### src/rtl/control_pkg.sv
// Shared constants for the accumulator CPU control path: state codes seen by
// the datapath control decoder, opcode and source-mode codes, and the
// instruction classes produced by the opcode decoder.
package control_pkg;

  localparam int OPC_W     = 5;
  localparam int MODE_W    = 2;
  localparam int MUL_CNT_W = $clog2(8);

  // State codes are the contract with the datapath control decoder.
  typedef enum logic [4:0] {
    RESET           = 5'd0,
    FETCH_1         = 5'd1,
    FETCH_2         = 5'd2,
    LOAD_JUMP_1     = 5'd3,
    LOAD_JUMP_2     = 5'd4,
    EXECUTE_JUMP    = 5'd5,
    COPY_REGISTER_1 = 5'd6,
    COPY_REGISTER_2 = 5'd7,
    FETCH_IMMEDIATE = 5'd8,
    FETCH_ADDRESS_1 = 5'd9,
    FETCH_ADDRESS_2 = 5'd10,
    FETCH_ADDRESS_3 = 5'd11,
    FETCH_ADDRESS_4 = 5'd12,
    FETCH_MEMORY    = 5'd13,
    STORE_MEMORY    = 5'd14,
    TEMP_FETCH      = 5'd15,
    TEMP_STORE      = 5'd16,
    ALU_OPERATION   = 5'd17,
    STORE_RESULT_1  = 5'd18,
    STORE_RESULT_2  = 5'd19,
    IRQ_SAVE        = 5'd20,
    IRQ_VECTOR      = 5'd21,
    HALT            = 5'd22
  } state_t;

  // Opcodes with dedicated sequences; every other opcode with MSB=0 is ALU class.
  localparam logic [OPC_W-1:0] OPC_NOP      = 5'b00000;
  localparam logic [OPC_W-1:0] OPC_JUMP     = 5'b00001;
  localparam logic [OPC_W-1:0] OPC_LOAD     = 5'b00010;
  localparam logic [OPC_W-1:0] OPC_STORE    = 5'b00011;
  localparam logic [OPC_W-1:0] OPC_MOVE     = 5'b00100;
  localparam logic [OPC_W-1:0] OPC_MULTIPLY = 5'b01000;
  localparam logic [OPC_W-1:0] OPC_RSVD_A   = 5'b01101;
  localparam logic [OPC_W-1:0] OPC_RSVD_B   = 5'b01110;

  localparam logic [MODE_W-1:0] MODE_REG = 2'b00;
  localparam logic [MODE_W-1:0] MODE_IMM = 2'b01;
  localparam logic [MODE_W-1:0] MODE_MEM = 2'b10;
  localparam logic [MODE_W-1:0] MODE_BAD = 2'b11;

  typedef enum logic [2:0] {
    CLS_NOP,
    CLS_JUMP,
    CLS_LOAD,
    CLS_STORE,
    CLS_MOVE,
    CLS_ALU,
    CLS_MULTIPLY,
    CLS_HALT
  } op_class_t;

  // States that own the memory port and wait for mem_ready.
  function automatic logic is_mem_state(state_t s);
    return s inside {FETCH_1, LOAD_JUMP_1, FETCH_IMMEDIATE, FETCH_ADDRESS_1,
                     FETCH_ADDRESS_3, FETCH_MEMORY, STORE_MEMORY, TEMP_FETCH,
                     TEMP_STORE, IRQ_SAVE};
  endfunction

  function automatic logic is_write_state(state_t s);
    return s inside {STORE_MEMORY, TEMP_STORE, IRQ_SAVE};
  endfunction

endpackage

### src/rtl/control_sequencer_if.sv
// Control sequencer bus: instruction register and memory/interrupt inputs in,
// state code and strobes out. master = sequencer side, slave = environment.
interface control_sequencer_if #(
  parameter int INSTR_W = 16,
  parameter int STATE_W = 5
);
  logic [INSTR_W-1:0] instruction;
  logic               mem_ready;
  logic               irq;
  logic [STATE_W-1:0] state;
  logic               mem_req;
  logic               mem_we;
  logic               irq_ack;
  logic               halted;
  logic               illegal;

  modport master (
    input  instruction, mem_ready, irq,
    output state, mem_req, mem_we, irq_ack, halted, illegal
  );

  modport slave (
    output instruction, mem_ready, irq,
    input  state, mem_req, mem_we, irq_ack, halted, illegal
  );
endinterface

### src/rtl/control_opcode_decode.sv
// Combinational instruction classifier: yields the instruction class used by
// later states, the state that follows FETCH_2, and whether the encoding is
// illegal (bad source mode for the opcode).
module control_opcode_decode
  import control_pkg::*;
#(
  parameter int INSTR_W = 16
) (
  input  logic [INSTR_W-1:0] instruction,
  output op_class_t          op_class,
  output state_t             decode_next,
  output logic               decode_illegal
);

  logic [OPC_W-1:0]  opcode;
  logic [MODE_W-1:0] mode;
  logic              unused_operand;

  assign opcode = instruction[INSTR_W-1 -: OPC_W];
  assign mode   = instruction[INSTR_W-OPC_W-1 -: MODE_W];
  // Operand bits belong to the datapath; the sequencer never looks at them.
  assign unused_operand = ^instruction[INSTR_W-OPC_W-MODE_W-1:0];

  // Classify opcode/mode into the post-FETCH_2 state.
  always_comb begin
    // NOTE: every output gets a default first so no path through the
    // block leaves one unassigned, which would infer a latch.
    op_class       = CLS_HALT;
    decode_next    = HALT;
    decode_illegal = 1'b0;
    if (opcode[OPC_W-1] || opcode == OPC_RSVD_A || opcode == OPC_RSVD_B) begin
      // Intentional halt: not an error.
      op_class = CLS_HALT;
    end else begin
      case (opcode)
        OPC_NOP: begin
          op_class    = CLS_NOP;
          decode_next = FETCH_1;
        end
        OPC_JUMP: begin
          op_class    = CLS_JUMP;
          decode_next = LOAD_JUMP_1;
        end
        OPC_LOAD: begin
          op_class = CLS_LOAD;
          case (mode)
            MODE_REG: decode_next = COPY_REGISTER_1;
            MODE_IMM: decode_next = FETCH_IMMEDIATE;
            MODE_MEM: decode_next = FETCH_ADDRESS_1;
            default:  decode_illegal = 1'b1;
          endcase
        end
        OPC_STORE, OPC_MOVE: begin
          op_class = (opcode == OPC_STORE) ? CLS_STORE : CLS_MOVE;
          if (mode == MODE_BAD) decode_illegal = 1'b1;
          else                  decode_next    = FETCH_ADDRESS_1;
        end
        default: begin
          op_class = (opcode == OPC_MULTIPLY) ? CLS_MULTIPLY : CLS_ALU;
          case (mode)
            MODE_REG: decode_next = ALU_OPERATION;
            MODE_IMM: decode_next = FETCH_IMMEDIATE;
            default:  decode_illegal = 1'b1;
          endcase
        end
      endcase
    end
  end

endmodule

### src/rtl/control_sequencer.sv
// Multicycle control FSM for the 16-bit accumulator CPU. Adds memory wait
// states, level interrupt entry, an illegal-instruction trap, a configurable
// multiply writeback length and interrupt wake-up from HALT.
module control_sequencer
  import control_pkg::*;
#(
  parameter int INSTR_W       = 16,
  parameter int STATE_W       = 5,
  parameter int MUL_WB_CYCLES = 2,
  parameter int IRQ_EN        = 1,
  parameter int HALT_IRQ_WAKE = 1
) (
  input logic                 clock,
  input logic                 reset,
  control_sequencer_if.master bus
);

  localparam bit IRQ_ON   = (IRQ_EN != 0);
  localparam bit WAKE_ON  = (HALT_IRQ_WAKE != 0) && IRQ_ON;
  localparam bit MUL_LONG = (MUL_WB_CYCLES > 1);
  localparam logic [MUL_CNT_W-1:0] MUL_LAST = MUL_CNT_W'(MUL_WB_CYCLES - 2);

  state_t                 state_q, state_d;
  logic                   mask_q;
  logic [MUL_CNT_W-1:0]   mul_cnt_q;
  logic                   illegal_q;
  logic                   set_illegal;
  logic                   irq_take;
  op_class_t              op_class;
  state_t                 decode_next;
  logic                   decode_illegal;

  control_opcode_decode #(.INSTR_W(INSTR_W)) u_decode (
    .instruction    (bus.instruction),
    .op_class       (op_class),
    .decode_next    (decode_next),
    .decode_illegal (decode_illegal)
  );

  assign irq_take = IRQ_ON && bus.irq && !mask_q;

  // Next-state logic; instruction completion is diverted into interrupt entry.
  always_comb begin
    state_d     = state_q;
    set_illegal = 1'b0;
    case (state_q)
      RESET:           state_d = FETCH_1;
      FETCH_1:         if (bus.mem_ready) state_d = FETCH_2;
      FETCH_2: begin
        state_d     = decode_next;
        set_illegal = decode_illegal;
      end
      LOAD_JUMP_1:     if (bus.mem_ready) state_d = LOAD_JUMP_2;
      LOAD_JUMP_2:     state_d = EXECUTE_JUMP;
      EXECUTE_JUMP:    state_d = FETCH_1;
      COPY_REGISTER_1: state_d = COPY_REGISTER_2;
      COPY_REGISTER_2: state_d = FETCH_1;
      FETCH_IMMEDIATE:
        if (bus.mem_ready) state_d = (op_class == CLS_LOAD) ? FETCH_1 : ALU_OPERATION;
      FETCH_ADDRESS_1: if (bus.mem_ready) state_d = FETCH_ADDRESS_2;
      FETCH_ADDRESS_2: begin
        case (op_class)
          CLS_LOAD:  state_d = FETCH_MEMORY;
          CLS_STORE: state_d = STORE_MEMORY;
          default:   state_d = TEMP_FETCH;
        endcase
      end
      FETCH_MEMORY,
      STORE_MEMORY,
      TEMP_STORE:      if (bus.mem_ready) state_d = FETCH_1;
      TEMP_FETCH:      if (bus.mem_ready) state_d = FETCH_ADDRESS_3;
      FETCH_ADDRESS_3: if (bus.mem_ready) state_d = FETCH_ADDRESS_4;
      FETCH_ADDRESS_4: state_d = TEMP_STORE;
      ALU_OPERATION:   state_d = STORE_RESULT_1;
      STORE_RESULT_1:
        state_d = (op_class == CLS_MULTIPLY && MUL_LONG) ? STORE_RESULT_2 : FETCH_1;
      STORE_RESULT_2:  if (mul_cnt_q == MUL_LAST) state_d = FETCH_1;
      IRQ_SAVE:        if (bus.mem_ready) state_d = IRQ_VECTOR;
      IRQ_VECTOR:      state_d = FETCH_1;
      HALT:            if (WAKE_ON && bus.irq) state_d = IRQ_SAVE;
      default: begin
        state_d     = HALT;
        set_illegal = 1'b1;
      end
    endcase
    // A FETCH_1 hold is not a completion, and the vector exit must reach the ISR.
    if (state_d == FETCH_1 && state_q != FETCH_1 && state_q != IRQ_VECTOR && irq_take)
      state_d = IRQ_SAVE;
  end

  // State register.
  always_ff @(posedge clock or negedge reset) begin
    // NOTE: sequential state uses non-blocking assignments so every register
    // samples pre-edge values regardless of block ordering.
    if (!reset) state_q <= RESET;
    else        state_q <= state_d;
  end

  // Interrupt mask, multiply writeback counter and sticky illegal flag.
  always_ff @(posedge clock or negedge reset) begin
    if (!reset) begin
      mask_q    <= 1'b0;
      mul_cnt_q <= '0;
      illegal_q <= 1'b0;
    end else begin
      if (state_q == IRQ_VECTOR)   mask_q <= 1'b1;
      else if (state_q == FETCH_2) mask_q <= 1'b0;

      if (state_q == STORE_RESULT_1)      mul_cnt_q <= '0;
      else if (state_q == STORE_RESULT_2) mul_cnt_q <= mul_cnt_q + 1'b1;

      if (set_illegal) illegal_q <= 1'b1;
    end
  end

  assign bus.state   = STATE_W'(state_q);
  assign bus.mem_req = is_mem_state(state_q);
  assign bus.mem_we  = is_write_state(state_q);
  assign bus.irq_ack = IRQ_ON && (state_q == IRQ_VECTOR);
  assign bus.halted  = (state_q == HALT);
  assign bus.illegal = illegal_q;

endmodule

### src/flat_wrapper.sv
// flat-port wrapper written by rule: the top's interface ports become plain ports
module control_sequencer_flat import control_pkg::*;
#(
  parameter int INSTR_W       = 16,
  parameter int STATE_W       = 5,
  parameter int MUL_WB_CYCLES = 2,
  parameter int IRQ_EN        = 1,
  parameter int HALT_IRQ_WAKE = 1
)
  (clock, reset, bus_instruction, bus_mem_ready, bus_irq, bus_state, bus_mem_req, bus_mem_we, bus_irq_ack, bus_halted, bus_illegal);
  control_sequencer_if #(.INSTR_W(INSTR_W), .STATE_W(STATE_W)) bus_i ();
  input logic clock;
  input logic reset;
  input wire logic [$bits(bus_i.instruction)-1:0] bus_instruction;
  input wire logic [$bits(bus_i.mem_ready)-1:0] bus_mem_ready;
  input wire logic [$bits(bus_i.irq)-1:0] bus_irq;
  output wire logic [$bits(bus_i.state)-1:0] bus_state;
  output wire logic [$bits(bus_i.mem_req)-1:0] bus_mem_req;
  output wire logic [$bits(bus_i.mem_we)-1:0] bus_mem_we;
  output wire logic [$bits(bus_i.irq_ack)-1:0] bus_irq_ack;
  output wire logic [$bits(bus_i.halted)-1:0] bus_halted;
  output wire logic [$bits(bus_i.illegal)-1:0] bus_illegal;
  assign bus_i.instruction = bus_instruction;
  assign bus_i.mem_ready = bus_mem_ready;
  assign bus_i.irq = bus_irq;
  assign bus_state = bus_i.state;
  assign bus_mem_req = bus_i.mem_req;
  assign bus_mem_we = bus_i.mem_we;
  assign bus_irq_ack = bus_i.irq_ack;
  assign bus_halted = bus_i.halted;
  assign bus_illegal = bus_i.illegal;
  control_sequencer #(.INSTR_W(INSTR_W), .STATE_W(STATE_W), .MUL_WB_CYCLES(MUL_WB_CYCLES), .IRQ_EN(IRQ_EN), .HALT_IRQ_WAKE(HALT_IRQ_WAKE)) u_core (.clock(clock), .reset(reset), .bus(bus_i));
endmodule
### config.mk
export PLATFORM = sky130hd
export DESIGN_NAME = control_sequencer_flat
export DESIGN_NICKNAME = d
export VERILOG_FILES = /design/src/rtl/control_pkg.sv /design/src/rtl/control_sequencer_if.sv /design/src/rtl/control_opcode_decode.sv /design/src/rtl/control_sequencer.sv /design/src/flat_wrapper.sv
export SDC_FILE = /design/constraint.sdc
export NUM_CORES = 1
export LEC_CHECK = 0
export CAP_MARGIN = 20
export CELL_PAD_IN_SITES_DETAIL_PLACEMENT = 1
export CELL_PAD_IN_SITES_GLOBAL_PLACEMENT = 2
export CORE_ASPECT_RATIO = 0.6
export CORE_UTILIZATION = 29
export DETAILED_ROUTE_END_ITERATION = 16
export GPL_TIMING_DRIVEN = 0
export HOLD_SLACK_MARGIN = 0.08
export PLACE_DENSITY = 0.91
export SLEW_MARGIN = 20
export SYNTH_ARGS = -nofsm -noshare
export SYNTH_HDL_FRONTEND = slang
export SYNTH_SLANG_ARGS = --single-unit
### constraint.sdc
create_clock -name clock -period 2.6 [get_ports clock]
set_clock_uncertainty 0.15 [all_clocks]
set_input_delay 0.39 -clock clock [delete_from_list [all_inputs] [get_ports clock]]
set_output_delay 0.39 -clock clock [all_outputs]
set_load 0.01 [all_outputs]
Yosys cells after proc, flatten, opt, wreduce, memory -nomap -nowiden
Cells that the tools add are included.
Operators by class
  muxes and demuxes: 34
  eq/ne operators: 38
  add/subtract/negate cells: 1
  reductions and logical operators: 22
Operators by type and width (count)
  $pmux W5 S18: 1
  $mux W5: 15
  $eq A5 B4 Y1 const B: 11
  $eq A5 B5 Y1 const B: 7
  $eq A5 B3 Y1 const B: 5
  $reduce_or A22 Y1: 1
  $eq A5 B2 Y1 const B: 4
  $pmux W5 S4: 1
  $eq A5 B1 Y1 const B: 3
  $pmux W5 S3: 1
  $mux W3: 4
  $pmux W3 S4: 1
  $logic_not A5 Y1: 2
  $pmux W5 S2: 1
  $reduce_bool A10 Y1: 1
  $eq A3 B2 Y1 const B: 2
  $mux W1: 6
  $reduce_or A2 Y1: 3
  $reduce_or A3 Y1: 2
  $ne A5 B1 Y1 const B: 1
  $ne A5 B5 Y1 const B: 1
  $eq A2 B2 Y1 const B: 2
  $logic_and A1 B1 Y1: 4
  $pmux W2 S2: 1
  other kinds (13): 15
Storage, ports and cells
  bits of input ports: 20
  logic and storage cells: 99
  output and inout port bits: 10
  register bits after elaboration: 10

Depth between registers and ports, before layout
Gate-level depths: netlist of run 1.
  depth after elaboration: 13
  depth in mapped cells: 8

Cells and area by module
A second synthesis of run 1 with hierarchy kept.
Unflattened totals
  cells, all modules: 175
  area total of the unflattened synthesis: 1385.1 um^2
By module, submodules not included
  control_sequencer: area an instance 996.0 um^2, instances 1, cells an instance 122, sequential area each 250.2 um^2
  control_opcode_decode: area an instance 389.1 um^2, instances 1, cells an instance 53, sequential area each 0.0 um^2

Least setup slack after synthesis of run 1
Ideal clock, no wire load.
  path type: reg2reg
  start: register u_core.state_q[0] (netlist: u_core.bus.state[0])
  end: register u_core.state_q[2] (netlist: u_core.bus.state[2])
  path buffers: 2
  arrival: 1.717 ns
  slack: 0.632 ns
  required time: 2.349 ns
  setup time: 0.101 ns
  cell stages (with the launch flop): 7
  path through: dfrtp_1 buf_6 buf_4 o211a_1 a2111oi_2 nand3_2 o311ai_2
On the way
  cells in the longest elaborated chain, start to end: 8
  elaborated cells between the ends (all ways): 43
  classes of those cells: eq/ne (25); mux (12); reduce/logical (6)
RTL lines
  start: declaration: RTL line control_sequencer.sv:23  | state_t state_q, state_d;
  start signal: assignment: RTL line control_sequencer.sv:96  | else state_q <= state_d;
  $eq A5 B5 Y1, or another cell as far along: RTL line control_sequencer.sv:46  | case (state_q)
  $reduce_or A4 Y1 (no source line) / $reduce_or A3 Y1 (equally long branches)
  $pmux W5 S18: RTL line control_sequencer.sv:46
  $eq A5 B1 Y1: RTL line control_sequencer.sv:87  | if (state_d == FETCH_1 && state_q != FETCH_1 && state_q != IRQ_VECTOR && irq_take)
  $logic_and A1 B1 Y1 (3 in a row): RTL line control_sequencer.sv:87
  $mux W5 *: RTL line control_sequencer.sv:87
  net u_core.state_d[2]: RTL line control_sequencer.sv:23
Mark *: on every way through the listed nets, which the timed path passes. The rest lies on a longest branch.
A chain may end at the register's enable or synchronous reset.

Worst setup path after layout of run 1
  start: register u_core.state_q[4] (netlist: u_core.bus.state[4])
  end: output port bus_mem_we
On the way
  cells in the longest elaborated chain, start to end: 2
  elaborated cells between the ends (all ways): 4
  classes of those cells: eq/ne (3); reduce/logical (1)
RTL lines
  $eq A5 B4 Y1 / $eq A5 B5 Y1 (equally long branches): RTL line control_pkg.sv:71  | return s inside {STORE_MEMORY, TEMP_STORE, IRQ_SAVE};
  $reduce_bool A3 Y1 *: RTL line control_pkg.sv:71
  end: declaration: RTL line flat_wrapper.sv:19  | output wire logic [$bits(bus_i.mem_we)-1:0] bus_mem_we;
Every way passes the cells marked *; elsewhere a longest branch is shown, timed or not.

==> results of run 1 <==
## flip-flops by register name (all words and copies together) (netlist names)
signal	count
u_core.bus.illegal	1
u_core.bus.state	5
u_core.mask_q	1
u_core.mul_cnt_q	3
## worst register-to-register path: cells and delay by family, from the launching register on
kind	cells	cell delay, ns
flops	1	0.39
simple gates	3	0.53
buf+inv	1	0.17
compound gates	3	0.91
## power groups by stage
stage	clock network, uW	registers (uW)	logic, uW
global route	205	308	1100
CTS	199	295	964
floorplan	0	277	663
detailed placement	0	295	967
global placement	0	293	959
finish	194	299	993
## cells by family after synthesis
kind of cell | Yosys count | share of synthesized area
simple gates | 68 | 0.289
compound gates | 61 | 0.340
xor+xnor | 3 | 0.0192
fa+ha+maj | 8 | 0.0733
mux | 1 | 0.00733
flops | 10 | 0.183
buf+inv | 24 | 0.0879
## through the flow
step	setup WS [ns]	utilization
2_1_floorplan	0.632	-
3_3_place_gp	-0.187	0.379
3_5_place_dp	-0.132	0.379
4_1_cts	0.0000500	0.391
5_1_grt	0.00280	0.396
6_report	0.111	0.396
## layout make-up
type / instances / area (um^2)
tap: 60 / 75.1
sequential: 10 / 253
buffer: 12 / 81.3
inverter: 10 / 37.5
fill: 533 / 2600
multi-input combinational: 141 / 1010
timing repair buffer: 19 / 189
clock buffer: 4 / 55.1
## routing by layer
metal,track usage,share of wire,vias up
met1,0.306,0.57,714
met4,0.0323,0,0
met3,0.0219,0.054,0
met5,0,0,-
li1,-,-,696
met2,0.261,0.37,32
## worst max path at each step
stage	from	endpoint	slack [ns]
3_5_place_dp	bus_mem_ready	u_core.bus.state[0]$_DFF_PN0_	-0.13
2_1_floorplan	u_core.bus.state[0]$_DFF_PN0_	u_core.bus.state[2]$_DFF_PN0_	0.63
5_1_grt	u_core.bus.state[2]$_DFF_PN0_	bus_mem_req	0.003
3_3_place_gp	bus_instruction[9]	u_core.bus.state[4]$_DFF_PN0_	-0.19
6_report	u_core.bus.state[4]$_DFF_PN0_	bus_mem_we	0.11
4_1_cts	u_core.bus.state[4]$_DFF_PN0_	bus_mem_we	0.00005
## timing repair
item | CTS | global route
hold buffers | 0 | 0
resized for setup | 3 | 9
setup endpoints to repair | 4 | 6
## layout by cell type (no fill, tap or decap), types with 3 or more instances in the layout
cell / n
nor4_1: 3
ha_1: 8
dfrtp_1: 8
buf_2: 7
clkdlybuf4s50_1: 18
a21oi_1: 10
and3_1: 3
nand2b_1: 6
clkbuf_8: 4
a31oi_1: 4
o21ai_1: 3
inv_1: 10
and2b_1: 4
o31ai_1: 3
nor2b_1: 4
and2_1: 3
nand3_1: 4
buf_6: 3
nand2_1: 13
o21ai_0: 15
nor2_1: 9
nor3_1: 3
o221ai_1: 3
==> run_results.csv, run 1 <==
group,metric,value,unit
yosys,syn_inst,175,
global_route,grt_max_degree,20,
setup_path,timing.critical_path.to_type,"primary output",
yosys,yosysTopAreaCell,"dfrtp_1",
clocking,cts_buffers,3,
route,first_pass_iters,4,
sta,clock.fmax,402,MHz
floorplan,rows,18,
yosys,synth_area,1370,um^2
clocking,root_buffer,"clkbuf_8",
global_route,grt_pass1_wl,7330,um
route,drt_wl_total,4350,um
pwr,p_leak,0.000676,uW
sta,finalHoldViolCount,0,
setup_path,cp_num_cells,6,
yosys,yosys_warnings,0,
floorplan,start_util,0.318,
clocking,tritoncts,"yes",
placed_design,dpl.cell_count,254,
yosys,synth-edff-count,0,
pwr,p_int,787,uW
sta,fin_crit_sh,0.957,
sta,max_slew_margin,0.660,
clocking,cts_sinks,10,
setup_path,setup.worst_path.class,"flop to primary output",
pwr,power.total,1490,uW
setup_path,path_buf_inv,3,
setup_path,r2r_start,"u_core.bus.state[3]$_DFF_PN0_",
finish,syn_to_final_growth,24.6,%
clocking,cts_setup_buffers,0,
sta,fin_setup_tns,0,ns
yosys,async_reset_ff_frac,1.00,
clocking,clkLatencyLatePin,0.23,ns
sta,timing.hold.ws,0.329,ns
global_route,antenna_found_initial,0,
pwr,pwr-share-seq,0.202,
setup_path,cp_max_fo,10,
placed_design,gp_congestion,0.886,
sta,rsz0062_at_grt,"false",
setup_path,ff2ff_path_depth,7,
sta,drv_slew,0,
pwr,comb_power_share,0.668,
setup_path,rrSetupSlack,0.36,ns
pwr,ir_worst_vdd,0.475,mV
finish,final_area,1700,um^2
global_route,overflow,0,
floorplan,fp.dieH,55.2,um
route,drc,0,
pwr,powerDensity,873,nW/um^2
run_status,outcome,"finished, final reports clean",
floorplan,fp.dieArea,5000,um^2
pwr,swShare,0.470,
yosys,yosysMostFrequentCell,"o21ai_0",
sta,period_needed,2.49,ns
route,vias,1442,
yosys,syn_avg_cell_area,7.81,um^2
floorplan,die_x,90.6,um
placed_design,hpwl,3530,um
sta,setup_viol,0,
global_route,grt_util_all_layers,0.190,
setup_path,critPathLaunchType,"flop",
setup_path,slowest_stage,"clkdlybuf4s50_1",
worst_hold_path,holdCritPathClass,"input port to async pin",
global_route,first_global_vias,1363,
placed_design,dpl_cell_area,1630,um^2
route,postRouteAntennaNets,0,
clocking,clkTransAtPathRegs,0.05,ns
route,drt_iter0_drc,136,
clocking,clock_path_buffers,2,
finish,instances_no_fill,256,
route,vias_per_cell,5.63,
finish,drive_above_1_share,0.158,
setup_path,cpPeakStageDelay,0.54,ns
setup_path,cp_data_required_time,2.06,ns
finish,num_antenna_cells,0,
yosys,synth_ff_type,"dfrtp_1",
setup_path,worstPathArrival,1.95,ns
yosys,synth_cell_types,60,
placed_design,io_buffers,19,
pwr,p_clk_frac,0.130,
setup_path,r2r-end,"u_core.bus.state[0]$_DFF_PN0_",
yosys,synth_top_area_frac,0.183,
sta,worst_pin_slew,0.509,ns
floorplan,io_pins,30,
finish,nNetsFinal,225,
clocking,htreeDepth,1,
yosys,synth-seq-area-share,0.183,
route,wl_per_cell,17.0,um
pwr,p_switching,699,uW
yosys,synth_area_leaders,"dfrtp_1 18%, ha_1 7.3%, o21ai_0 6.2%, a21oi_1 3.7%, nand2_1 3.6%",
yosys,ys_ff_latch,10,
job,drv_cap,0,
setup_path,cp_top_family,"buffers and inverters",
yosys,syn_nets,203,
floorplan,core-area,4300,um^2
yosys,synth_common_cells,"17 x o21ai_0, 13 x nand2_1",
setup_path,path_cells,"clkbuf_4 > inv_1 > nor2_2 > nand2_1 > a21oi_1 > clkdlybuf4s50_1",
(Power assumes the default switching activity.)
==> inputs of run 2 (changes only) <==
--- a/config.mk
+++ b/config.mk
@@ -5,16 +5,18 @@
 export SDC_FILE = /design/constraint.sdc
 export NUM_CORES = 1
 export LEC_CHECK = 0
+export ABC_AREA = 1
 export CAP_MARGIN = 20
 export CELL_PAD_IN_SITES_DETAIL_PLACEMENT = 1
 export CELL_PAD_IN_SITES_GLOBAL_PLACEMENT = 2
 export CORE_ASPECT_RATIO = 0.6
-export CORE_UTILIZATION = 29
+export CORE_UTILIZATION = 26
 export DETAILED_ROUTE_END_ITERATION = 16
 export GPL_TIMING_DRIVEN = 0
 export HOLD_SLACK_MARGIN = 0.08
-export PLACE_DENSITY = 0.91
+export PLACE_DENSITY = 0.92
 export SLEW_MARGIN = 20
 export SYNTH_ARGS = -nofsm -noshare
 export SYNTH_HDL_FRONTEND = slang
+export SYNTH_HIERARCHICAL = 1
 export SYNTH_SLANG_ARGS = --single-unit
==> run 2 against run 1 <==
  * First-iteration DRC count decreased by 0.74%
  * Clock-buffer cell count unchanged
  * Sequential power increased by 7.7%
  * Routed wire length increased by 23%
  * Critical path type unchanged
  * Highest routed layer is now met4
==> run_results.csv, run 2 <==
group,metric,value,unit
route,drt_wl_total,5360,um
setup_path,cp_top_family,"buffers and inverters",
sta,setup_viol,0,
route,postRouteAntennaNets,0,
pwr,powerDensity,1010,nW/um^2
setup_path,critPathLaunchType,"flop",
global_route,grt_pass1_wl,8470,um
sta,clock.fmax,400,MHz
setup_path,setup.worst_path.class,"flop to primary output",
yosys,synth_ff_type,"dfrtp_1",
floorplan,io_pins,30,
route,vias_per_cell,5.03,
placed_design,dpl.cell_count,336,
yosys,syn_inst,250,
clocking,clkTransAtPathRegs,0.05,ns
setup_path,cpPeakStageDelay,0.57,ns
setup_path,path_cells,"buf_4 > inv_4 > nor2_4 > nand3_2 > o211ai_1 > clkdlybuf4s50_1",
yosys,syn_nets,278,
sta,rsz0062_at_grt,"false",
clocking,tritoncts,"yes",
route,wl_per_cell,15.4,um
sta,fin_crit_sh,0.961,
yosys,ys_ff_latch,10,
global_route,antenna_found_initial,0,
yosys,synth_cell_types,26,
floorplan,core-area,5180,um^2
setup_path,cp_data_required_time,2.06,ns
clocking,htreeDepth,1,
run_status,outcome,"finished, final reports clean",
floorplan,rows,20,
finish,largest_reg_flops,5,
route,drt_iter0_drc,135,
worst_hold_path,holdCritPathClass,"flop to flop",
clocking,clock_path_buffers,2,
sta,period_needed,2.50,ns
setup_path,worstPathArrival,1.96,ns
sta,worst_pin_slew,0.501,ns
sta,drv_slew,0,
floorplan,fp.dieArea,5800,um^2
yosys,synth_top_area_frac,0.189,
yosys,synth_area,1430,um^2
sta,finalHoldViolCount,0,
clocking,cts_sinks,10,
global_route,grt_util_all_layers,0.190,
finish,mostFrequentLayoutCell,"nand2_1",
setup_path,timing.critical_path.to_type,"primary output",
setup_path,path_buf_inv,3,
clocking,cts_buffers,3,
placed_design,post-place-ws,-0.241,ns
route,vias,1747,
finish,nNetsFinal,310,
yosys,synth_common_cells,"72 x nand2_1, 44 x nor2_1, 31 x inv_1, 31 x nand3_1, 10 x dfrtp_1",
finish,drive_above_1_share,0.196,
setup_path,slowest_stage,"clkdlybuf4s50_1",
finish,most-common-layout-cells,"70 x nand2_1, 38 x nor2_1, 29 x nand3_1",
yosys,yosysMostFrequentCell,"nand2_1",
pwr,p_leak,0.00102,uW
yosys,synth_area_leaders,"nand2_1 19%, dfrtp_1 18%, nor2_1 12%, nand3_1 11%, inv_1 8.2%",
yosys,async_reset_ff_frac,1.00,
route,drc,0,
yosys,yosysTopAreaCell,"nand2_1",
yosys,synth-seq-area-share,0.175,
finish,instances_no_fill,347,
finish,num_antenna_cells,0,
setup_path,cp_max_fo,9,
setup_path,rrSetupSlack,0.38,ns
sta,max_slew_margin,0.665,
yosys,syn_avg_cell_area,5.71,um^2
placed_design,gp_congestion,0.914,
global_route,grt_max_degree,11,
floorplan,die_x,97.6,um
sta,finalWorstSetupSlack,0.101,ns
route,first_pass_iters,4,
pwr,ir_worst_vdd,0.611,mV
floorplan,fp.dieH,59.4,um
placed_design,hpwl,4240,um
global_route,overflow,0,
clocking,root_buffer,"clkbuf_8",
finish,syn_to_final_growth,34.4,%
global_route,first_global_vias,1644,
placed_design,io_buffers,20,
yosys,yosys_warnings,6,
floorplan,start_util,0.275,
clocking,clkLatencyLatePin,0.24,ns
yosys,synth-edff-count,0,
job,drv_cap,0,
run 2: cell count changes in the layout (fill, tap and decap cells not counted), moves of 5 or more:
cell,previous run,this run
nand2_1,13,70
nor2_1,9,38
nand3_1,4,29
inv_1,10,28
o21ai_0,15,4
buf_4,0,8
buf_2,7,0
dlymetal6s2s_1,0,7
nor2_2,2,9
nand2b_1,6,0
nor2_4,0,6
clkdlybuf4s50_1,18,13
inv_2,0,5
run 2: area by class of cell:
cell class / count / area (um^2)
inverters: 36 / 143
plain buffers: 2 / 15.0
fillers: 678 / 3260
well taps: 66 / 82.6
clock buffers: 4 / 55.1
flip-flops and latches: 10 / 254
repair buffers: 27 / 270
multi-input cells: 202 / 1100
run 2: metal layers:
| metal | vias up | part of all wire | GRT usage |
|---|---|---|---|
| met3 | 5 | 0.089 | 0.0236 |
| li1 | 865 | - | - |
| met4 | 0 | 0.0062 | 0.0281 |
| met1 | 818 | 0.53 | 0.314 |
| met2 | 59 | 0.38 | 0.255 |
| met5 | - | 0 | 0 |
run 2: cell families (layout without fill, tap and decap cells):
group	count (synthesis)	after routing	share of synthesized area
AO/OA/AOI/OAI	19	19	0.0904
buffers and inverters	38	69	0.104
adder cells (fa/ha/maj)	8	8	0.0702
flip-flops	10	10	0.175
XOR/XNOR	1	1	0.00614
AND/OR/NAND/NOR	174	174	0.554
run 2: power by group:
part,switching (uW),internal [uW]
combinational,902,518
clock,66.5,134
sequential,93.0,229
run 2: repair_timing:
item / CTS / global route
pin swaps: 0 / 5
hold buffers: 0 / 0
setup endpoints to repair: 4 / 5
setup buffers: 0 / 7
gates resized for setup: 9 / 25
run 2: path summary, 6_finish.rpt:
path | start | cells past startpoint | endpoint
hold / removal | u_core/bus.illegal$_DFFE_PN0P_ | 1 | u_core/bus.illegal$_DFFE_PN0P_
min in group asynchronous | reset | 1 | u_core/mul_cnt_q[2]$_DFFE_PN0P_
hold reg to reg | u_core/bus.illegal$_DFFE_PN0P_ | 1 | u_core/bus.illegal$_DFFE_PN0P_
setup reg to reg | u_core/bus.state[0]$_DFF_PN0_ | 11 | u_core/bus.state[2]$_DFF_PN0_
setup / recovery | u_core/bus.state[2]$_DFF_PN0_ | 6 | bus_mem_we
max in group asynchronous | reset | 1 | u_core/bus.state[0]$_DFF_PN0_
run 2: per-stage QoR:
step	TNS [ns]	util	instance area, um^2	hold WS, ns	power, uW
after floorplan	0	-	1430	-0.0556	1080
after global placement	-0.455	0.330	1710	0.320	1520
after detailed placement	-0.704	0.330	1710	0.323	1530
after CTS	0	0.345	1790	0.338	1770
after global routing	0	0.370	1920	0.378	2110
final	0	0.370	1920	0.335	1940
==> inputs of run 3 (changes only) <==
--- a/config.mk
+++ b/config.mk
@@ -15,6 +15,7 @@
 export GPL_TIMING_DRIVEN = 0
 export HOLD_SLACK_MARGIN = 0.08
 export PLACE_DENSITY = 0.92
+export SKIP_LAST_GASP = 1
 export SLEW_MARGIN = 20
 export SYNTH_ARGS = -nofsm -noshare
 export SYNTH_HDL_FRONTEND = slang
==> results of run 3 <==
No change in the layout: final DEF, timing and power equal those of run 2.
